## src/rtl/cs_pkg.sv

```systemverilog
// Shared types and elaboration helpers for the carry-save normaliser.
// Latency: none (definitions only).
// Backpressure: not applicable.
package cs_pkg;

  typedef enum logic [1:0] {
    IDLE    = 2'd0,
    RESOLVE = 2'd1,
    NORM    = 2'd2,
    DONE    = 2'd3
  } cs_state_t;

  // Number of carry-propagate passes needed to resolve one operand pair
  function automatic int nchunk(input int width, input int chunk);
    return width / chunk;
  endfunction

  // Legal geometry: whole chunks, and the clamp never exceeds the operand width
  function automatic bit params_ok(input int width, input int chunk, input int shift_bits);
    return (chunk > 0) && (width % chunk == 0) && ((1 << shift_bits) <= width);
  endfunction

endpackage

```

## src/rtl/lead_sign_counter.sv

```systemverilog
// Counts redundant sign bits below the MSB, clamps to the shift range, flags zero.
// Latency: combinational.
// Backpressure: none; pure function of value.
module lead_sign_counter #(
  parameter int WIDTH      = 16,
  parameter int SHIFT_BITS = 4
) (
  input  logic [WIDTH-1:0]      value,
  output logic [SHIFT_BITS-1:0] shift,
  output logic                  zero
);

  localparam int MAX_SHIFT = (1 << SHIFT_BITS) - 1;

  int   lsc;
  logic run;

  // Walk down from WIDTH-2 while bits still match the sign, then clamp
  always_comb begin
    lsc = 0;
    run = 1'b1;
    for (int i = WIDTH - 2; i >= 0; i--) begin
      if (run && (value[i] == value[WIDTH-1])) begin
        lsc = lsc + 1;
      end else begin
        run = 1'b0;
      end
    end
    if (lsc > MAX_SHIFT) begin
      shift = SHIFT_BITS'(MAX_SHIFT);
    end else begin
      shift = SHIFT_BITS'(lsc);
    end
    zero = (value == '0);
  end

endmodule

```

## src/rtl/cs_normalizer.sv

```systemverilog
// Resolves a sum/carry pair CHUNK bits per cycle, then left-normalises the result.
// Latency: out_valid rises WIDTH/CHUNK+1 cycles after the accept edge.
// Backpressure: holds result in DONE until out_ready; in_ready low from accept until handoff.
module cs_normalizer
  import cs_pkg::*;
#(
  parameter int WIDTH      = 16,
  parameter int SHIFT_BITS = 4,
  parameter int CHUNK      = 4
) (
  input  logic                  clk,
  input  logic                  rst,
  input  logic                  in_valid,
  output logic                  in_ready,
  input  logic [WIDTH-1:0]      in_sum,
  input  logic [WIDTH-1:0]      in_carry,
  output logic                  out_valid,
  input  logic                  out_ready,
  output logic [WIDTH-1:0]      out_data,
  output logic [SHIFT_BITS-1:0] out_shift,
  output logic                  out_zero
);

  localparam int NCHUNK = nchunk(WIDTH, CHUNK);
  localparam int IDXW   = (NCHUNK > 1) ? $clog2(NCHUNK) : 1;
  localparam logic [IDXW-1:0] LAST_IDX = IDXW'(NCHUNK - 1);

  generate
    if (!params_ok(WIDTH, CHUNK, SHIFT_BITS)) begin : g_bad_params
      $error("cs_normalizer: WIDTH must be a multiple of CHUNK and 2**SHIFT_BITS <= WIDTH");
    end
  endgenerate

  cs_state_t             state;
  logic [WIDTH-1:0]      op_sum;
  logic [WIDTH-1:0]      op_carry;
  logic [WIDTH-1:0]      acc;
  logic [IDXW-1:0]       idx;
  logic                  cy;
  logic [CHUNK:0]        chunk_sum;
  logic [SHIFT_BITS-1:0] norm_shift;
  logic                  norm_zero;

  // One slice of the carry-propagate adder, selected by the chunk index
  always_comb begin
    chunk_sum = {1'b0, op_sum[int'(idx)*CHUNK +: CHUNK]}
              + {1'b0, op_carry[int'(idx)*CHUNK +: CHUNK]}
              + {{CHUNK{1'b0}}, cy};
  end

  lead_sign_counter #(
    .WIDTH      (WIDTH),
    .SHIFT_BITS (SHIFT_BITS)
  ) u_lsc (
    .value (acc),
    .shift (norm_shift),
    .zero  (norm_zero)
  );

  // Control FSM with registered handshake and result outputs
  always_ff @(posedge clk or posedge rst) begin
    if (rst) begin
      state     <= IDLE;
      in_ready  <= 1'b1;
      out_valid <= 1'b0;
      out_data  <= '0;
      out_shift <= '0;
      out_zero  <= 1'b0;
      op_sum    <= '0;
      op_carry  <= '0;
      acc       <= '0;
      idx       <= '0;
      cy        <= 1'b0;
    end else begin
      case (state)
        IDLE: begin
          if (in_valid && in_ready) begin
            op_sum   <= in_sum;
            op_carry <= in_carry;
            idx      <= '0;
            cy       <= 1'b0;
            in_ready <= 1'b0;
            state    <= RESOLVE;
          end
        end
        RESOLVE: begin
          // Carry out of the top chunk is dropped: the sum wraps mod 2**WIDTH
          acc[int'(idx)*CHUNK +: CHUNK] <= chunk_sum[CHUNK-1:0];
          cy <= chunk_sum[CHUNK];
          if (idx == LAST_IDX) begin
            state <= NORM;
          end else begin
            idx <= idx + IDXW'(1);
          end
        end
        NORM: begin
          out_data  <= acc << norm_shift;
          out_shift <= norm_shift;
          out_zero  <= norm_zero;
          out_valid <= 1'b1;
          state     <= DONE;
        end
        DONE: begin
          if (out_ready) begin
            out_valid <= 1'b0;
            in_ready  <= 1'b1;
            state     <= IDLE;
          end
        end
        default: state <= IDLE;
      endcase
    end
  end

endmodule

```

## config.mk

```make
export PLATFORM = sky130hd
export DESIGN_NAME = cs_normalizer
export DESIGN_NICKNAME = d
export VERILOG_FILES = /design/src/rtl/cs_pkg.sv /design/src/rtl/lead_sign_counter.sv /design/src/rtl/cs_normalizer.sv
export SDC_FILE = /design/constraint.sdc
export NUM_CORES = 1
export LEC_CHECK = 0
export CORE_ASPECT_RATIO = 1.75
export CORE_MARGIN = 2
export CORE_UTILIZATION = 42
export CTS_CLUSTER_SIZE = 25
export DETAILED_ROUTE_END_ITERATION = 8
export PLACE_DENSITY_LB_ADDON = 0.08
export REMOVE_ABC_BUFFERS = 1
export SYNTH_ARGS = -nofsm -noshare
export SYNTH_HDL_FRONTEND = slang
export SYNTH_SLANG_ARGS = --single-unit
export TNS_END_PERCENT = 100
```

## constraint.sdc

```tcl
create_clock -name clk -period 14.1 [get_ports clk]
set_clock_uncertainty 0.1 [all_clocks]
set_input_delay 2.82 -clock clk [delete_from_list [all_inputs] [get_ports clk]]
set_output_delay 2.82 -clock clk [all_outputs]
set_load 0.02 [all_outputs]
```

After elaboration in Yosys (flattened, before gate mapping)
Cells that the tools add are included.

Add/sub/neg operators: 18. Magnitude comparators: 1. Eq/ne operators: 23. Shift operators: 5. Multiplexer cells: 44. Reductions and logical operators: 26.

Operators by type and width (count): $add A32 B2 Y32 const B (14); $mux W32 (14); $neg A4 Y33 (1); $shift A4 B33 Y16 const A (1); $shiftx A4 B33 Y16 (1); $gt A32 B5 Y1 const B (1); $shiftx A16 B5 Y4 (2); $mux W1 (18); $bwmux W16 (1); $logic_not A16 Y1 (1); $shl A16 B4 Y16 (1); $eq A1 B1 Y1 (15); $logic_and A1 B1 Y1 (15); $mux W2 (5); $reduce_and A3 Y1 (3); $ne A2 B2 Y1 const B (4); $pmux W2 S4 (1); $eq A2 B2 Y1 const B (3); $pmux W1 S2 (3); $reduce_and A2 Y1 (3); $reduce_bool A2 Y1 (3); $add A4 B4 Y5 (1); $add A5 B1 Y5 (1); $mux W4 (1); other kinds (4) (4).

Flip-flop bits (word level): 76. Bits of input ports: 36. Output and inout bits: 23. Word-level logic and storage cells: 128.

Logic depth before layout (Yosys ltp)
Depth in word-level cells: 33. Depth in mapped cells: 56. Gate-level depth less buffers: 50.

By module
Synthesis repeated with hierarchy kept, for this count alone.

Cell total of the unflattened synthesis: 598. Area total of the unflattened synthesis: 5841.9 µm².

Modules (own cells, without submodules): cs_normalizer (instances 1, cells each 327, area an instance 3990.1 µm², seq. area each 1903.1 µm²); lead_sign_counter (instances 1, cells each 271, area an instance 1851.8 µm², seq. area each 0.0 µm²).

Worst setup path before layout
Ideal clock, no wire load.

Kind: register to register. Start: reg acc[15]. End: reg out_data[12]. Library setup time: 90 ps. Arrival time: 11171 ps. Required time: 13910 ps. Slack: 2739 ps. Stages on the path, launching flop included: 55. Path buffers: 5. Period minus slack after synthesis: 11361 ps. Cells stage by stage: dfrtp_1 > buf_4 > buf_2 > clkbuf_1 > inv_1 > ha_1 > buf_1 > a21o_1 > o21ai_0 > ha_1 > or3_1 > a2bb2oi_1 > nor2_1 > ha_1 > a21o_1 > ha_1 > o221ai_1 > a31oi_1 > (+19 left out) > ha_1 > nor2_1 > nor2_1 > ha_1 > mux2i_1 > a21oi_1 > ha_1 > mux2_2 > ha_1 > and2_1 > xnor2_1 > nor2_1 > xor2_1 > or2_2 > clkbuf_1 > or3_4 > or3b_1 > o2111ai_1.

Longest elaborated chain between the ends: 33. Elaborated cells on any way between the ends: 75. Classes of those cells: add/sub: 14; order compare: 1; eq/ne: 15; shift: 1; mux: 30; reduce/logical: 14.

Ends and longest elaborated chain: start, declared (RTL line cs_normalizer.sv:37) `logic [WIDTH-1:0] acc;`; start signal, assigned by index (RTL line cs_normalizer.sv:88) `acc[int'(idx)*CHUNK +: CHUNK] <= chunk_sum[CHUNK-1:0];`; $eq A1 B1 Y1 (RTL line lead_sign_counter.sv:23) `if (run && (value[i] == value[WIDTH-1])) begin`; $mux W1 (RTL line lead_sign_counter.sv:23); $add A32 B2 Y32 or $logic_and A1 B1 Y1 (tied branches) (RTL line lead_sign_counter.sv:24, lead_sign_counter.sv:23); $mux W32 or $mux W1 (tied branches) (RTL line lead_sign_counter.sv:23); $add A32 B2 Y32 or $logic_and A1 B1 Y1 (tied branches) (RTL line lead_sign_counter.sv:24, lead_sign_counter.sv:23); $mux W32 or $mux W1 (tied branches) (RTL line lead_sign_counter.sv:23); $add A32 B2 Y32 or $logic_and A1 B1 Y1 (tied branches) (RTL line lead_sign_counter.sv:24, lead_sign_counter.sv:23); $mux W32 or $mux W1 (tied branches) (RTL line lead_sign_counter.sv:23); (+17 left out); $mux W32 or $mux W1 (tied branches) (RTL line lead_sign_counter.sv:23); $add A32 B2 Y32 or $logic_and A1 B1 Y1 (tied branches) (RTL line lead_sign_counter.sv:24, lead_sign_counter.sv:23); $mux W32 or $mux W1 (tied branches) (RTL line lead_sign_counter.sv:23); $add A32 B2 Y32 or $logic_and A1 B1 Y1 (tied branches) (RTL line lead_sign_counter.sv:24, lead_sign_counter.sv:23); $mux W32 (RTL line lead_sign_counter.sv:23); $gt A32 B5 Y1 (RTL line lead_sign_counter.sv:29) `if (lsc > MAX_SHIFT) begin`; $mux W4 (RTL line lead_sign_counter.sv:29); $shl A16 B4 Y16 (*) (RTL line cs_normalizer.sv:97) `out_data <= acc << norm_shift;`; end signal, assigned (RTL line cs_normalizer.sv:97); end, declared (RTL line cs_normalizer.sv:19) `output logic [WIDTH-1:0] out_data,`.

Every way passes the cells marked *; elsewhere a longest branch is shown, timed or not. A chain may end at the register's enable or synchronous reset.

Final worst setup path
Start: reg acc[15]. End: reg out_data[14].

The elaborated chain is that of the path after synthesis.

==> results.rst <==
.. list-table::
   :header-rows: 1

   * - Metric
     - Value
   * - Biggest area consumer among synthesized cells
     - dfrtp_1
   * - Share of post-route cells with drive strength above 1
     - approximately 14%
   * - Number of vias after detailed routing
     - approximately 5.8k
   * - Crit. End Element
     - flip-flop
   * - Clk pwr share
     - 51.9%
   * - Sequential Power Share
     - around 45%
   * - FFs w/ async S/R, synth
     - 100%
   * - Syn Area/Cell
     - roughly 9 um2
   * - Number of setup buffers added after CTS
     - 0
   * - Area of the core
     - around 15000 um2
   * - DRT Wirelength
     - approximately 19000 um
   * - Max Root-Sink Buffers
     - 2
   * - Met3 GRT Util
     - roughly 2.5%
   * - Router iterations before antenna repair
     - 6
   * - Area of all sequential standard cells
     - roughly 1900 um2
   * - Largest stage delay on the critical path
     - 960 ps
   * - Required time reported for the critical path endpoint
     - roughly 14000 ps
   * - Distinct cells, synth
     - slightly above 90
   * - Total global-route track usage
     - between 20% and 30%
   * - Number of pins exceeding their max-slew limit in the final report
     - 0
   * - Violation count after the first detailed-routing iteration
     - between 400 and 500
   * - Top area cells in the synthesized netlist
     - dfrtp_1, mux2_2, ha_1, nand2_1, mux2i_1
   * - Number of warnings printed during yosys synthesis
     - 0
   * - Met2 GRT Util
     - 45.9%
   * - Arrival time of data at the critical path endpoint
     - roughly 13000 ps
   * - Smallest hold slack
     - roughly 380 ps
   * - Detailed placer's ending HPWL
     - roughly 14000 um
   * - Share of the synthesized area in the top cell type
     - about 29%
   * - Met1 track utilization from global routing
     - about a quarter
   * - Clock slew at the register clock pins of the worst setup and hold paths
     - approximately 60 ps
   * - Cell-internal power
     - 0.392 mW
   * - Share of the core filled with cells in the final layout
     - 49.2%
   * - Register area share after synthesis
     - 29.3%
   * - Post-detailed-route via-to-cell ratio
     - around 6.1
   * - Most frequent cell after synthesis
     - dfrtp_1
   * - Actual slew at the worst max-slew pin
     - around 960 ps
   * - Total Power
     - ~0.48 mW
   * - Minimum clock period after layout
     - 12650 ps
   * - Setup Crit Path Kind
     - flip-flop to flip-flop
   * - Status
     - completed
   * - Cts bufs inserted
     - 9
   * - Number of standard cells in the layout, taps in and fillers out
     - ~950
   * - Multi-input gate area
     - about 4300 um2
   * - Filler cell count
     - roughly 1.5k
   * - Area of the die
     - ~17000 um2
   * - DIE HEIGHT
     - 168 um
   * - Post-layout nets
     - roughly 830
   * - Cell area power density
     - approximately 65 nW/um2
   * - Count of final setup violators
     - 0
   * - Chip Width
     - roughly 100 um
   * - H-tree lvl count
     - 3
   * - Highest-utilization routing layer at the global route stage
     - met2
   * - Fin. Hold Viols
     - 0
   * - Clock Sink Count
     - 76
   * - Max-cap violation count
     - 0
   * - Layout Area Growth over Synthesis
     - 15.4%
   * - Placed cell count
     - ~940
   * - Part of the cycle the worst path needs
     - about nine tenths
   * - Maximum clock frequency
     - roughly 79 MHz
   * - Total DRC errors in the routed layout
     - 0
   * - Post-synth EDFFs
     - 0
   * - Largest fanout on the critical path
     - 29
   * - Number of global-route vias before repair
     - 6052
   * - Class of the worst hold path
     - flip-flop to flip-flop
   * - Ports
     - just under 60
   * - Net switching power of the design
     - roughly 0.09 mW
   * - Post-Synthesis Cell Area
     - 6490 um2
   * - Comb power frac
     - 3.1%
   * - Largest net degree at the start of global routing
     - 77
   * - Resized Gates After CTS
     - 0
   * - Unrepaired setup endpoints after global routing
     - no
   * - Worst IR drop on VDD
     - around 0.15 mV
   * - Hold bufs inserted after CTS
     - 0
   * - Insertion delay of the later-clocked pin in the worst-skew pair
     - 330 ps
   * - CP max stage cell
     - dfrtp_1
   * - Total congestion overflow
     - 0
   * - Fraction of power spent switching nets
     - about a fifth
   * - Category of the worst setup path launch point
     - flip-flop
   * - Placer Congestion
     - 0.924
   * - Row cnt
     - 60
   * - Clock tree from TritonCTS
     - yes
   * - Antenna Violating Nets Remaining
     - 0
   * - Synth top cells by count
     - dfrtp_1, nand2_1, nor2_1, o21ai_0, mux2_2
   * - Gate count of the mapped netlist
     - roughly 730
   * - Most used flip-flop cell after synthesis
     - dfrtp_1
   * - Drt wl/cell
     - 19.6 um
   * - First-pass GRT wire length
     - around 31000 um
   * - Initial core utilization
     - between 40% and 50%
   * - Port Buf Inserts
     - 58
   * - Antenna violations before repair
     - 0
   * - Cell at the root of the clock tree
     - clkbuf_16
   * - Worst max-slew margin expressed relative to the limit
     - between 30 and 40%
   * - Seq cells post-synth
     - 76
   * - Accumulated negative setup slack
     - 0 ps
   * - Antenna cells
     - 0
   * - Critical path's most frequent cell
     - ha_1
   * - LEAKAGE
     - just over 3 nW
==> worst max-delay path, delay by kind of cell (launching register included) <==
| kind | cells | cell delay, ps |
|---|---|---|
| AND/OR/NAND/NOR | 8 | 1400 |
| flip-flops | 1 | 960 |
| AO/OA/AOI/OAI | 17 | 3970 |
| buffers and inverters | 3 | 410 |
| adder cells (fa/ha/maj) | 13 | 4270 |
| multiplexers | 9 | 1410 |
==> cell type report <==
cell class                 count  area share [%]
sequential                    76            25.4
clock buffer                  13            3.47
clock inverter                 3           0.919
inverter                      30            1.50
multi-input combinational    578            57.0
timing repair buffer          66            8.55
tap                          186            3.11
==> cells in the final DEF (no fill, tap or decap), types with 4 or more instances in the layout <==
| master | Yosys | final |
|---|---|---|
| nand2b_1 | 9 | 9 |
| nor4_1 | 8 | 8 |
| o21a_1 | 4 | 4 |
| a22o_1 | 7 | 7 |
| nand3_1 | 21 | 21 |
| xor2_1 | 7 | 7 |
| o21ai_0 | 43 | 43 |
| a32oi_1 | 4 | 4 |
| xnor2_1 | 13 | 13 |
| and2_1 | 8 | 8 |
| nor3_1 | 11 | 11 |
| o22ai_1 | 10 | 10 |
| clkdlybuf4s50_1 | 0 | 58 |
| or4_1 | 4 | 4 |
| buf_4 | 1 | 8 |
| and4_1 | 4 | 4 |
| o2bb2ai_1 | 8 | 8 |
| nand4_1 | 8 | 8 |
| o211ai_1 | 4 | 4 |
| mux2_2 | 39 | 39 |
| nor2_1 | 57 | 57 |
| nor2b_1 | 5 | 5 |
| a21o_1 | 11 | 11 |
| a31oi_1 | 15 | 15 |
| and3_1 | 7 | 7 |
| o21ai_1 | 5 | 5 |
| mux4_2 | 8 | 8 |
| ha_1 | 27 | 27 |
| mux2i_1 | 23 | 23 |
| a22oi_1 | 4 | 4 |
| clkbuf_16 | 0 | 9 |
| inv_1 | 29 | 28 |
| or2_2 | 7 | 7 |
| a21oi_1 | 27 | 27 |
| a211oi_1 | 7 | 7 |
| or3_1 | 7 | 7 |
| nand2_1 | 67 | 67 |
| o31ai_1 | 7 | 7 |
| dfrtp_1 | 75 | 75 |
==> flip-flops by register name, indices dropped and copies added, names as in the netlist <==
signal     count
acc           16
cy             1
idx            2
in_ready       1
op_carry      16
op_sum        16
out_data      16
out_shift      4
out_valid      1
out_zero       1
state          2
==> metal layers <==
metal  wire, um  up-vias  share of wire, %
li1           -     2761                 -
met1       6930     2852                37
met2      10500      129                56
met3        399       44               2.1
met4        801        0               4.3
met5          0        -                 0
==> path summary, 6_finish.rpt <==
kind	to	cells past startpoint	slack, ps	from
min in group asynchronous	out_shift[2]$_DFFE_PP0P_	3	2990	rst
max in group asynchronous	op_sum[10]$_DFFE_PP0P_	3	10250	rst
setup / recovery	out_data[14]$_DFFE_PP0P_	50	1450	acc[15]$_DFFE_PP0P_
hold reg to reg	out_shift[3]$_DFFE_PP0P_	1	380	out_shift[3]$_DFFE_PP0P_
setup reg to reg	out_data[14]$_DFFE_PP0P_	50	1450	acc[15]$_DFFE_PP0P_
hold / removal	out_shift[3]$_DFFE_PP0P_	1	380	out_shift[3]$_DFFE_PP0P_
==> kinds of logic after synthesis <==
| family | synth area share, % |
|---|---|
| multiplexers | 13.3 |
| AND/OR/NAND/NOR | 20.8 |
| adder cells (fa/ha/maj) | 5.82 |
| flip-flops | 29.3 |
| buffers and inverters | 4.99 |
| XOR/XNOR | 3.80 |
| AO/OA/AOI/OAI | 21.9 |
| other | 0.0578 |
==> power groups by stage <==
stage / Clock [mW] / Sequential, mW / Combinational [mW]
floorplan: 0 / 0.222 / 0.00404
global placement: 0 / 0.222 / 0.0153
detailed placement: 0 / 0.222 / 0.0156
CTS: 0.260 / 0.218 / 0.0156
global route: 0.268 / 0.218 / 0.0171
finish: 0.251 / 0.218 / 0.0150
==> stage by stage <==
| stage | setup slack [ps] | instance area [um2] |
|---|---|---|
| finish | 1450 | 7490 |
| global route | 384 | 7490 |
| CTS | 1580 | 7490 |
| detailed placement | 1610 | 7160 |
| global placement | 2040 | 7160 |
| floorplan | 2710 | 6290 |
Power figures use the tool's default switching activity.
